--- config.mk ---
export PLATFORM = sky130hd
export DESIGN_NAME = display_decoder
export DESIGN_NICKNAME = d
export VERILOG_FILES = /design/src/rtl/display_decoder.sv
export SDC_FILE = /design/constraint.sdc
export NUM_CORES = 1
export LEC_CHECK = 0
export CAP_MARGIN = 5
export CORE_UTILIZATION = 40
export CTS_BUF_LIST = sky130_fd_sc_hd__clkbuf_8
export DETAILED_ROUTE_END_ITERATION = 6
export PLACE_DENSITY = 0.62
export SYNTH_ARGS = -nofsm -noshare
export SYNTH_HDL_FRONTEND = slang
export SYNTH_SLANG_ARGS = --single-unit
--- constraint.sdc ---
create_clock -name clk -period 3.8 [get_ports clk]
set_input_delay 0.76 -clock clk [delete_from_list [all_inputs] [get_ports clk]]
set_output_delay 0.76 -clock clk [all_outputs]
set_load 0.02 [all_outputs]
--- src/rtl/display_decoder.sv ---
// Recovers minutes/seconds from an active-low multiplexed 7-segment scan bus.
// Optional DISP_DEC_SYNC_EN adds a two-flop synchronizer ahead of the sample stage.
module display_decoder #(
  parameter int unsigned SETTLE_CYCLES = 4,
  parameter int unsigned BLANK_TIMEOUT = 50000
) (
  input  logic       clk,
  input  logic       rst_n,
  input  logic [6:0] seg,
  input  logic [3:0] an,
  output logic [5:0] minutes,
  output logic [5:0] seconds,
  output logic       frame_valid,
  output logic       seg_error,
  output logic       blanked
);

  localparam int          BW          = $clog2(BLANK_TIMEOUT + 1);
  localparam int unsigned SETTLE_M1   = SETTLE_CYCLES - 1;
  localparam logic [7:0]  SETTLE_MAX  = SETTLE_CYCLES[7:0];
  localparam logic [7:0]  SETTLE_LAST = SETTLE_M1[7:0];
  localparam logic [BW-1:0] BLANK_MAX = BLANK_TIMEOUT[BW-1:0];
  localparam logic [10:0] SCAN_IDLE   = 11'h7FF;

  logic [10:0] pin_scan;
  logic [10:0] scan_in;

  assign pin_scan = {an, seg};

`ifdef DISP_DEC_SYNC_EN
  logic [10:0] sync1_q, sync1_d;
  logic [10:0] sync2_q, sync2_d;

  assign sync1_d = pin_scan;
  assign sync2_d = sync1_q;

  always_ff @(posedge clk or negedge rst_n) begin
    if (!rst_n) begin
      sync1_q <= SCAN_IDLE;
      sync2_q <= SCAN_IDLE;
    end else begin
      sync1_q <= sync1_d;
      sync2_q <= sync2_d;
    end
  end

  assign scan_in = sync2_q;
`else
  assign scan_in = pin_scan;
`endif

  // Returns {valid, digit} for an active-low {g..a} pattern.
  function automatic logic [4:0] seg_decode(input logic [6:0] s);
    logic [4:0] r;
    case (s)
      7'b1000000: r = {1'b1, 4'd0};
      7'b1111001: r = {1'b1, 4'd1};
      7'b0100100: r = {1'b1, 4'd2};
      7'b0110000: r = {1'b1, 4'd3};
      7'b0011001: r = {1'b1, 4'd4};
      7'b0010010: r = {1'b1, 4'd5};
      7'b0000010: r = {1'b1, 4'd6};
      7'b1111000: r = {1'b1, 4'd7};
      7'b0000000: r = {1'b1, 4'd8};
      7'b0010000: r = {1'b1, 4'd9};
      default:    r = {1'b0, 4'd0};
    endcase
    return r;
  endfunction

  logic [10:0]     scan_q, scan_d;
  logic [7:0]      settle_cnt_q, settle_cnt_d;
  logic [BW-1:0]   blank_cnt_q, blank_cnt_d;
  logic [3:0]      mask_q, mask_d;
  logic [3:0][3:0] digit_q, digit_d;
  logic            eval_q, eval_d;
  logic [5:0]      minutes_q, minutes_d;
  logic [5:0]      seconds_q, seconds_d;
  logic            frame_valid_q, frame_valid_d;
  logic            seg_error_q, seg_error_d;
  logic            blanked_q, blanked_d;

  logic       stable;
  logic       capture;
  logic       one_hot;
  logic       all_off;
  logic [1:0] slot;
  logic [4:0] dec;

  always_comb begin
    scan_d        = scan_in;
    settle_cnt_d  = settle_cnt_q;
    blank_cnt_d   = blank_cnt_q;
    mask_d        = mask_q;
    digit_d       = digit_q;
    eval_d        = 1'b0;
    minutes_d     = minutes_q;
    seconds_d     = seconds_q;
    frame_valid_d = 1'b0;
    seg_error_d   = 1'b0;
    blanked_d     = blanked_q;
    one_hot       = 1'b0;
    all_off       = 1'b0;
    slot          = 2'd0;
    dec           = seg_decode(scan_q[6:0]);

    // Stability compares the value entering S with the value already held.
    stable = (scan_in == scan_q);
    if (!stable) begin
      settle_cnt_d = 8'd0;
    end else if (settle_cnt_q != SETTLE_MAX) begin
      settle_cnt_d = settle_cnt_q + 8'd1;
    end
    capture = stable && (settle_cnt_q == SETTLE_LAST);

    if (scan_q[10:7] == 4'hF) begin
      if (blank_cnt_q != BLANK_MAX) begin
        blank_cnt_d = blank_cnt_q + BW'(1);
      end
    end else begin
      blank_cnt_d = '0;
    end

    case (scan_q[10:7])
      4'b1110: begin one_hot = 1'b1; slot = 2'd0; end
      4'b1101: begin one_hot = 1'b1; slot = 2'd1; end
      4'b1011: begin one_hot = 1'b1; slot = 2'd2; end
      4'b0111: begin one_hot = 1'b1; slot = 2'd3; end
      4'b1111: all_off = 1'b1;
      default: ;
    endcase

    if (eval_q) begin
      mask_d = 4'h0;
      if ((digit_q[3] <= 4'd5) && (digit_q[1] <= 4'd5)) begin
        minutes_d     = 6'(digit_q[3]) * 6'd10 + 6'(digit_q[2]);
        seconds_d     = 6'(digit_q[1]) * 6'd10 + 6'(digit_q[0]);
        frame_valid_d = 1'b1;
      end else begin
        seg_error_d = 1'b1;
      end
    end else if (capture) begin
      if (one_hot) begin
        if (dec[4]) begin
          digit_d[slot] = dec[3:0];
          mask_d[slot]  = 1'b1;
          blanked_d     = 1'b0;
          eval_d        = (mask_d == 4'hF);
        end else begin
          mask_d[slot] = 1'b0;
          seg_error_d  = 1'b1;
        end
      end else if (!all_off) begin
        seg_error_d = 1'b1;
      end
    end

    // A long blank discards any partially collected frame.
    if (blank_cnt_d == BLANK_MAX) begin
      blanked_d = 1'b1;
      mask_d    = 4'h0;
    end
  end

  always_ff @(posedge clk or negedge rst_n) begin
    if (!rst_n) begin
      scan_q        <= SCAN_IDLE;
      settle_cnt_q  <= 8'd0;
      blank_cnt_q   <= '0;
      mask_q        <= 4'h0;
      digit_q       <= '0;
      eval_q        <= 1'b0;
      minutes_q     <= 6'd0;
      seconds_q     <= 6'd0;
      frame_valid_q <= 1'b0;
      seg_error_q   <= 1'b0;
      blanked_q     <= 1'b0;
    end else begin
      scan_q        <= scan_d;
      settle_cnt_q  <= settle_cnt_d;
      blank_cnt_q   <= blank_cnt_d;
      mask_q        <= mask_d;
      digit_q       <= digit_d;
      eval_q        <= eval_d;
      minutes_q     <= minutes_d;
      seconds_q     <= seconds_d;
      frame_valid_q <= frame_valid_d;
      seg_error_q   <= seg_error_d;
      blanked_q     <= blanked_d;
    end
  end

  assign minutes     = minutes_q;
  assign seconds     = seconds_q;
  assign frame_valid = frame_valid_q;
  assign seg_error   = seg_error_q;
  assign blanked     = blanked_q;

endmodule
# Yosys cells after proc, flatten, opt, wreduce, memory -nomap -nowiden
# Index checks and enable logic that the tools add are counted.
# W data, S select, Z words.
op_classes:
  n_addsub: 4
  n_mul: 2
  magnitude_cmp: 4
  eq_ne: 22
  mux: 35
  n_bitwise: 4
  n_reduce_logical: 14
op_table:
  columns: ["op", "n"]
  rows:
  - ["$pmux W5 S10", 1]
  - ["$mux W16", 2]
  - ["$mux W4", 6]
  - ["$eq A7 B5 Y1 const B", 3]
  - ["$eq A7 B7 Y1 const B", 3]
  - ["$eq A4 B4 Y1 const B", 5]
  - ["$mux W1", 20]
  - ["$add A16 B1 Y16 const B", 1]
  - ["$bwmux W16", 1]
  - ["$eq A16 B16 Y1 const B", 1]
  - ["$mux W8", 2]
  - ["$ne A16 B16 Y1 const B", 1]
  - ["$eq A7 B6 Y1 const B", 2]
  - ["$add A6 B4 Y6", 2]
  - ["$eq A11 B11 Y1", 1]
  - ["$mul A4 B3 Y5 const B", 2]
  - ["$add A8 B1 Y8 const B", 1]
  - ["$demux W4 S2", 1]
  - ["$eq A8 B2 Y1 const B", 1]
  - ["$le A4 B3 Y1 const B", 2]
  - ["$ne A8 B3 Y1 const B", 1]
  - ["$reduce_and A4 Y1", 2]
  - ["$eq A7 B2 Y1 const B", 1]
  - ["$logic_not A7 Y1", 1]
  - ["15 further kinds", 22]
totals:
  regBits: 71
  inputBits: 13

# Longest topological paths before layout
# Gate-level depths: netlist (run 1).
depth:
  depth_word: 13
  depth_mapped: 8

# Worst setup path before layout (run 1)
# Ideal clock, no wire load.
synth_timing:
  kind: "input-to-reg"
  startpoint: "input an[3]"
  endpoint: "register digit_q[6] in the netlist's numbering"
  setup_time_ps: 128
  arrival_time_ps: 2289
  required_time_ps: 3672
  setup_slack_ps: 1384
  path_stages: 7
  path_cell_list: "xor2_1 > nor4_1 > nand3_1 > nor3_2 > and3_1 > clkbuf_1 > mux2_1"
synth_between:
  elab_chain_cells: 3
synth_rtl:
  columns: ["element", "line_no", "rtl"]
  rows:
  - ["from (decl)", "10", "input logic [3:0] an,"]
  - ["$eq A11 B11 Y1", "108", "stable = (scan_in == scan_q);"]
  - ["$logic_and A1 B1 Y1", "114", "capture = stable && (settle_cnt_q == SETTLE_LAST);"]
  - ["$reduce_and A4 Y1 (no source line)", null, null]
  - ["to (signal assigned)", "183", "digit_q <= digit_d;"]
  - ["to (decl)", "75", "logic [3:0][3:0] digit_q, digit_d;"]
# No other way between the ends.
# A chain may end at the register's enable or synchronous reset.

# Worst setup path after layout (run 1)
layout_timing:
  startpoint: "input an[0]"
  endpoint: "register digit_q[6] in the netlist's numbering"
# Same word-level chain as after synthesis.

==> results of run 1 <==
-- critical path, delay by kind of cell --
| family | cells | cell delay (ps) |
|---|---|---|
| and+or+nand+nor | 4 | 1300 |
| muxes | 1 | 350 |
| buffers and inverters | 1 | 440 |
| xor gates and xnor gates | 1 | 160 |
-- Yosys cell counts, types with 2 or more instances --
cell type,n
mux2i_1,19
nand2_1,33
nor2_1,36
nand2b_1,3
o31ai_1,2
a21o_1,4
buf_2,3
mux2_1,4
o21ai_0,14
nor3_1,11
nand3b_1,2
a31oi_1,2
dfrtp_1,60
o311ai_0,2
dfstp_2,11
nand3_1,16
or2_2,2
and4b_1,2
ha_1,16
nor4_4,2
nand4_1,6
nor2b_1,3
xnor2_1,13
and3_1,7
fa_1,2
nor4_1,6
clkbuf_1,15
inv_1,28
xor2_1,29
nor3b_1,7
a21oi_1,10
o22ai_1,4
-- per-stage QoR --
step	power (uW)	instances	worst slack, ps
6_report	1381	555	1009
5_1_grt	1442	555	798.8
4_1_cts	1400	555	974.0
3_5_place_dp	857.3	539	619.2
3_3_place_gp	856.0	539	699.6
2_1_floorplan	818.9	399	1384
-- final timing paths --
check                           start               to  slack [ps]  cells past startpoint
min reg2reg                minutes[3]       minutes[3]         480                      2
min in group clk           minutes[3]       minutes[3]         480                      2
min                             rst_n   blank_cnt_q[8]         440                      1
max in group asynchronous       rst_n  blank_cnt_q[10]        2390                      2
max                             an[0]       digit_q[6]        1010                      7
max reg2reg                 scan_q[3]       digit_q[2]        1110                      6
-- state kept, by name, indices dropped and copies added, names as in the netlist --
signal	count
seg_error	1
seconds	6
mask_q	4
settle_cnt_q	8
minutes	6
digit_q	16
eval_q	1
scan_q	11
blank_cnt_q	16
frame_valid	1
blanked	1
-- per-layer routing --
metal	up-vias	wire, um	GRT usage
met3	8	249	0.03934
li1	1426	-	-
met2	52	3380	0.2578
met4	0	104	0.05797
met5	-	0	0
met1	1342	3794	0.2294
-- logic make-up (layout without fill, tap and decap cells) --
family,Yosys count,count (layout),synth area share
multiplexers,24,24,0.06319
XOR/XNOR,42,42,0.09289
AND/OR/NAND/NOR,147,147,0.2025
buffers and inverters,47,74,0.04739
flip-flops,71,71,0.4521
AO/OA/AOI/OAI,50,50,0.08120
adder cells (fa/ha/maj),18,18,0.06066
-- power breakdown --
group	internal [uW]	total (uW)	switching (uW)	leakage [uW]
Sequential	767	780	12.9	0.000891
Combinational	26.1	61.6	35.4	0.00109
Clock	266	539	273	0.0000993
-- final cells by class --
class	count	area share
multi-input combinational	281	0.4401
tap	129	0.03584
inverter	28	0.02334
clock inverter	5	0.005557
clock buffer	11	0.03362
timing repair buffer	30	0.06391
sequential	71	0.3976
==> qor.txt, run 1 <==
critical-path maximum fanout - 6
core area - 9415 sq um
Startpoint Class - primary input
GPL Wtd Cong - 0.7942
clock insertion delay at the later pin of the skew report - 350 ps
Total Routing Usage GR - 0.1668
largest net degree at the start of global routing - 45
die area - 10300 sq um
Sink Count - 71
CTS Buf Count - 9
Max Freq - 0.3584 GHz
first-pass GRT wire length - 13280 um
Syn. warnings - 0
CTS resizes - 0
Vias per Instance - 5.095
max cap viols - 0
critical path capture point type - flop
nets - 452
ys flop type - dfrtp_1
CTS clk-pin slew, worst paths - 70 ps
Hold-fix buffers, CTS - 0
Worst EP required - 4020 ps
CTS max path bufs - 2
RSZ-0062 raised after global routing - no
Layout area overhead - 13.71%
ys async rst share - 1.000
P_leak - 0.002084 uW
Slowest cell on crit path - clkdlybuf4s50_1
Yosys top cell by area - dfrtp_1
Initial DRC Count - 128
Routed Antenna Nets - 0
Min Hold Slack - 436.5 ps
slowest stage delay, CP - 440 ps
share of cells above drive strength 1 - 0.08451
number of synthesized flops with an enable pin - 0
Peak supply drop - 0.0001596 V
antenna diode count - 0
chip width - 101.5 um
initial antenna violation count - 0
io pins - 28
Final Max Slew Viols - 0
cell area after synthesis - 3960 sq um
drt wl/cell - 13.56 um
Area after DPL - 4327 sq um
area of the multi-input gates - 1982 sq um
gr ovfl total - 0
Avg Synthesized Cell Area - 9.925 sq um
CTS tree - yes
DP HPWL - 5482 um
post-layout util - 0.4783
min cycle time layout - 2791 ps
PwrDens - 306.6 nW/um^2
htree depth - 3
crit-path cells - clkdlybuf4s50_1 > xor2_1 > nor4_1 > nand3_1 > nor3_2 > and3_1 > mux2_1
count of cell types in the netlist - 57
register area share after synthesis - 0.4521
Die Y - 101.5 um
Hold Path Class - in -> async
port bufs - 27
Worst Skew - 11.33 ps
Row Count - 35
WS Path Type - in -> reg
Synth top area share - 0.3791
number of post-CTS setup repair buffers - 0
Final Hold Fails - 0
CTS root buffer - clkbuf_8
DRC viols - 0
worst endpoint data arrival time - 3010 ps
fillers - 892
commonest non-fill, non-tap cell in the layout - dfrtp_1
#FFs+latches synth - 71
final wirelength - 7528 um
Post-Syn Nets - 430
vias in the first global route - 2749
Sequential Area - 1790 sq um
Starting Density - 0.4206
Slew HR - 0.4387
commonest cells after routing, fill and taps aside - dfrtp_1 (60), nor2_1 (36), nand2_1 (33)
Tcrit/Tclk final - 0.7344
outcome - finished clean
Synth area leaders - dfrtp_1 (38%), dfstp_2 (7.3%), xor2_1 (6.4%), ha_1 (5.1%), mux2i_1 (4.8%)
worst slew pin tran - 839.5 ps
DRT Pass-1 Iters - 4
Via Count - 2828
cell count after synthesis - 399
Design Area, Final - 4503 sq um
Setup-failing EPs final - 0
TNS Setup - 0 ps
No activity file was read; power rests on OpenSTA's default activity.
==> inputs of run 2 (changes only) <==
==> constraint.sdc (replaced) <==
create_clock -name clk -period 2.6 [get_ports clk]
set_input_delay 0.52 -clock clk [delete_from_list [all_inputs] [get_ports clk]]
set_output_delay 0.52 -clock clk [all_outputs]
set_load 0.02 [all_outputs]
==> qor.txt, run 2 (synthesized netlist as in run 1, its figures left out) <==
die area - 10300 sq um
CTS root buffer - clkbuf_8
clock insertion delay at the later pin of the skew report - 340 ps
Switch Pwr - 493.7 uW
Pwr Total - 2247 uW
TNS Setup - 0 ps
critical-path maximum fanout - 8
htree depth - 3
outcome - finished clean
GPL Wtd Cong - 0.8622
worst setup margin - 228.5 ps
critical path capture point type - flop
DRC viols - 0
max cap viols - 0
Peak supply drop - 0.0002656 V
Startpoint Class - flop
fillers - 863
DRT Pass-1 Iters - 4
Routed Antenna Nets - 0
Initial DRC Count - 163
share of cells above drive strength 1 - 0.1244
worst slew pin tran - 547.8 ps
antenna diode count - 0
top flop regs - blank_cnt_q: 16 flops, digit_q: 16 flops, scan_q: 11 flops
Sw Share - 0.2197
Met3 Wirelength - 266 um
Hold Path Class - in -> async
Slew HR - 0.6340
reg2reg start - blank_cnt_q[9]
Pint - 1753 uW
Vias per Instance - 5.165
Max Freq - 0.4217 GHz
Worst Skew - 7.513 ps
Row Count - 35
flop2flop setup slack - 230 ps
pre-CTS setup slack - -74.54 ps
WS Path Type - reg -> reg
area of the multi-input gates - 1982 sq um
RSZ-0062 raised after global routing - no
met2 wire len - 3519 um
Via Count - 2949
CTS clk-pin slew, worst paths - 80 ps
Layout area overhead - 18.45%
Highest Signal Layer - met4
largest net degree at the start of global routing - 72
Clk pwr share - 0.451
Starting Density - 0.4206
io pins - 28
Total Routing Usage GR - 0.1702
gr ovfl total - 0
CTS max path bufs - 2
worst endpoint data arrival time - 2580 ps
Comb pwr share - 0.042
Setup-failing EPs final - 0
first-pass GRT wire length - 13660 um
Final Hold Fails - 0
initial antenna violation count - 0
worst r2r path cells - 6
Final Max Slew Viols - 0
CTS resizes - 0
final wirelength - 7678 um
Die Y - 101.5 um
Min Hold Slack - 203.9 ps
Tcrit/Tclk final - 0.9121
chip width - 101.5 um
Worst EP required - 2810 ps
Hold-fix buffers, CTS - 0
min cycle time layout - 2371 ps
reg2reg end - mask_q[1]
vias in the first global route - 2880
P_leak - 0.002182 uW
Sequential Area - 1790 sq um
number of post-CTS setup repair buffers - 0
DP HPWL - 5605 um
CTS tree - yes
commonest non-fill, non-tap cell in the layout - dfrtp_1
CTS Buf Count - 9
commonest cells after routing, fill and taps aside - dfrtp_1 (60), nor2_1 (36), nand2_1 (33)
Sequential Power Share - 0.507
nets - 468
core area - 9415 sq um
PwrDens - 479.1 nW/um^2
Sink Count - 71
Metal-1 WL - 3777 um
port bufs - 27
drt wl/cell - 13.45 um
## run 2: cell types whose count changed in the layout (fill, tap and decap cells not counted), sizes merged
cell	before	now
buf	4	20
bufinv	0	2
clkinv	3	1
clkinvlp	0	2
inv	30	28
## run 2: critical path, stage by stage (launching register included)
cell and delay [ps]:
dfrtp_1 480, or4b_4 510, nor4_4 410, o22ai_1 160
nand3b_4 190, nor4_4 400, nor3_1 100
## run 2: through the flow
step,cell area [sq um],utilization,std cells
2_1_floorplan,3960,-,399
6_report,4691,0.4982,571
4_1_cts,4691,0.4982,571
3_3_place_gp,4459,0.4736,555
5_1_grt,4691,0.4982,571
3_5_place_dp,4459,0.4736,555
## run 2: worst max path at each step
stage / startpoint / cells after the start / end
after floorplan: scan_q[10] / 8 / digit_q[6]
after global placement: an[3] / 7 / seg_error
after detailed placement: an[3] / 7 / seg_error
after CTS: blank_cnt_q[9] / 6 / mask_q[1]
after global routing: an[3] / 7 / seg_error
final: blank_cnt_q[9] / 6 / mask_q[1]
## run 2: power groups by stage
| stage | registers [uW] | clock network (uW) | logic (uW) |
|---|---|---|---|
| floorplan | 1150 | 0 | 50.2 |
| finish | 1140 | 1010 | 94.0 |
| global route | 1140 | 1090 | 108 |
| detailed placement | 1160 | 0 | 96.7 |
| CTS | 1140 | 1040 | 97.3 |
| global placement | 1160 | 0 | 95.7 |
## run 2: per-layer routing
metal / vias to the layer above / GRT usage
li1: 1452 / -
met1: 1430 / 0.2319
met2: 57 / 0.2687
met3: 10 / 0.03244
met4: 0 / 0.06466
met5: - / 0
## run 2: layout make-up
class / instances / share of cell area
Tap cell: 129 / 0.03441
Sequential cell: 71 / 0.3817
Inverter: 28 / 0.02241
Multi-Input combinational cell: 281 / 0.4225
Timing Repair Buffer: 46 / 0.08962
Clock inverter: 5 / 0.01707
Clock buffer: 11 / 0.03228
==> variant: new RTL, config.mk and constraints of run 1 <==
Set the parameter `BLANK_TIMEOUT` to 25000 (it was 50000).
--- a/src/rtl/display_decoder.sv
+++ b/src/rtl/display_decoder.sv
@@ -2,7 +2,7 @@
 // Optional DISP_DEC_SYNC_EN adds a two-flop synchronizer ahead of the sample stage.
 module display_decoder #(
   parameter int unsigned SETTLE_CYCLES = 4,
-  parameter int unsigned BLANK_TIMEOUT = 50000
+  parameter int unsigned BLANK_TIMEOUT = 25000
 ) (
   input  logic       clk,
   input  logic       rst_n,
Formal check against the unedited RTL: no difference found for any inputs over 10 cycles, from zero or initial values and one cycle with rst_n low; that may be too few to reach the edited logic, so the function may still have changed.
==> variant against run 1 <==
- area after synthesis is 0.54% lower
- setup slack improved by 0.062 ns
- power rose by 13%
- design area up 1.2%
- hold slack got worse by 0.064 ns
- global-route usage fell by 0.63 points
- sequential cell count shrank 1
- count of clock-buffer cells in the layout decreased by 2
- clock power is 36% higher
- wire length fell by 3.0%
- critical endpoint is now mask_q[3]$_DFFE_PN0P_
==> variant: results (changes against run 1) <==
[outcome]
status=finished clean

[global_route]
grt_util_all_layers_pct=16.1  ; -0.63 points
grt_pass1_wl_um=12800  ; -3.4%
grt_pass1_vias=2684  ; -2.4%
grt_max_degree=33  ; -27%

[finish]
nMultiInputCombCells=281  ; unchanged
non_clock_buffer_area_share_pct=6.48  ; +0.091 points
diodes=0  ; unchanged
multi_input_area_share_pct=43.9  ; -0.068 points
nClkBuffers=9  ; -2
seq_share_pct=38.8  ; -1.0 points
reg_top3=digit_q: 16 flops, blank_cnt_q: 15 flops, scan_q: 11 flops
nets=447  ; -1.1%
drive_gt1_share_pct=12.4  ; +3.9 points
nNonClkInverters=23  ; -18%
signal_buffers=31  ; +3.3%
clkCellAreaFrac_pct=5.38  ; +1.5 points
nFillCells=908  ; +1.8%

[clock_network]
htreeDepth=3  ; unchanged
clk_pin_slew_worst_paths_ns=0.09  ; +0.02 ns
numCtsBuffers=9  ; unchanged
cts-root-buf=clkbuf_8
cts_buffer_depth=2  ; unchanged

[timing]
max_slew_margin_pct=45.0  ; +1.1 points
whs_ns=0.373  ; -0.0635 ns
clock_skew_ns=0.0126  ; +0.00128 ns

[placement]
routabilityCongestion=0.822  ; +3.5%
post-dp-hpwl_um=5420  ; -1.1%

[critical_path]
rrSetupSlack_ns=1.07  ; -0.04 ns
path_max_fanout=7  ; +1
critPathCapture=mask_q[3]$_DFFE_PN0P_
crit-reg2reg-launch=blank_cnt_q[6]$_DFF_PN0_
cp_slowest_cell=or4b_4
r2r_cells=6  ; unchanged
max_stage_delay_ns=0.57  ; +0.13 ns
path_class=flop to flop

[detailed_routing]
topRoutingLayerUsed=met4
first_iter_violations=146  ; +14%
vias=2804  ; -0.85%
dr_wl_met3_um=204  ; -18%
drt_pre_antenna_iters=4  ; unchanged
wl_met1_um=3650  ; -3.9%
wl_met2_um=3320  ; -1.9%
wl_um=7300  ; -3.0%

[synth]
yosys_warnings=0  ; unchanged
ys.flop_type=dfrtp_1
synth_area_leaders=dfrtp_1, dfstp_2, xor2_1
synth_fp_nets=424  ; -1.4%
synth-seq-cells=70  ; -1.4%
synth.distinct_cells=62  ; +8.8%
synthTopCellsByCount=dfrtp_1, nand2_1, nor2_1
ys_async_sr_fraction_pct=100  ; unchanged
ys_seq_area_share_pct=44.8  ; -0.39 points

[power_and_ir_drop]
p_leak_nw=2.02  ; -3.2%
peakVddDrop_mv=0.205  ; +28%
switchingPower_mw=0.345  ; +7.2%

[worst_hold_path]
hold_path.class=primary input to asynchronous set/reset pin

==> variant: cell count changes in the layout (fill, tap and decap cells not counted), moves of 5 or more <==
| cell | run 1 | this run |
|---|---|---|
| nor3_1 | 11 | 6 |
| inv_1 | 30 | 23 |
| mux2_2 | 0 | 8 |
| and3_1 | 7 | 1 |
| xor2_1 | 29 | 23 |
| mux2i_1 | 19 | 14 |
==> variant: worst max-delay path, delay by kind of cell, from the launching register on <==
kind	cells	cell delay, ns
compound gates	2	0.27
flops	1	0.47
simple gates	4	1.87
==> variant: power groups by stage <==
stage,logic (mW),clock network [mW],registers (mW)
after global routing,0.0701,0.795,0.772
after floorplan,0.0347,0,0.774
final,0.0619,0.735,0.770
after global placement,0.0628,0,0.783
after CTS,0.0639,0.757,0.769
after detailed placement,0.0637,0,0.784
==> variant: kinds of logic after synthesis <==
logic type | Yosys count | synth area share (%)
compound gates | 56 | 9.21
xor+xnor | 39 | 8.67
fa+ha+maj | 18 | 6.10
buf+inv | 42 | 4.35
flops | 70 | 44.8
mux | 22 | 5.84
simple gates | 146 | 21.0
==> variant: metrics by stage <==
stage               instances  setup slack [ns]  instance area [um2]  total power, mW  util (%)
floorplan                 393              1.34                 3940            0.808         -
global placement          534             0.844                 4310            0.846      46.0
detailed placement        534             0.780                 4310            0.847      46.0
CTS                       550              1.05                 4560             1.59      48.6
global route              550             0.912                 4560             1.64      48.6
finish                    550              1.07                 4560             1.57      48.6
==> variant: layer usage <==
layer  up-vias  GRT usage (%)
li1       1400              -
met1      1357           22.4
met2        38           24.3
met3         9           4.00
met4         0           5.57
met5         -              0
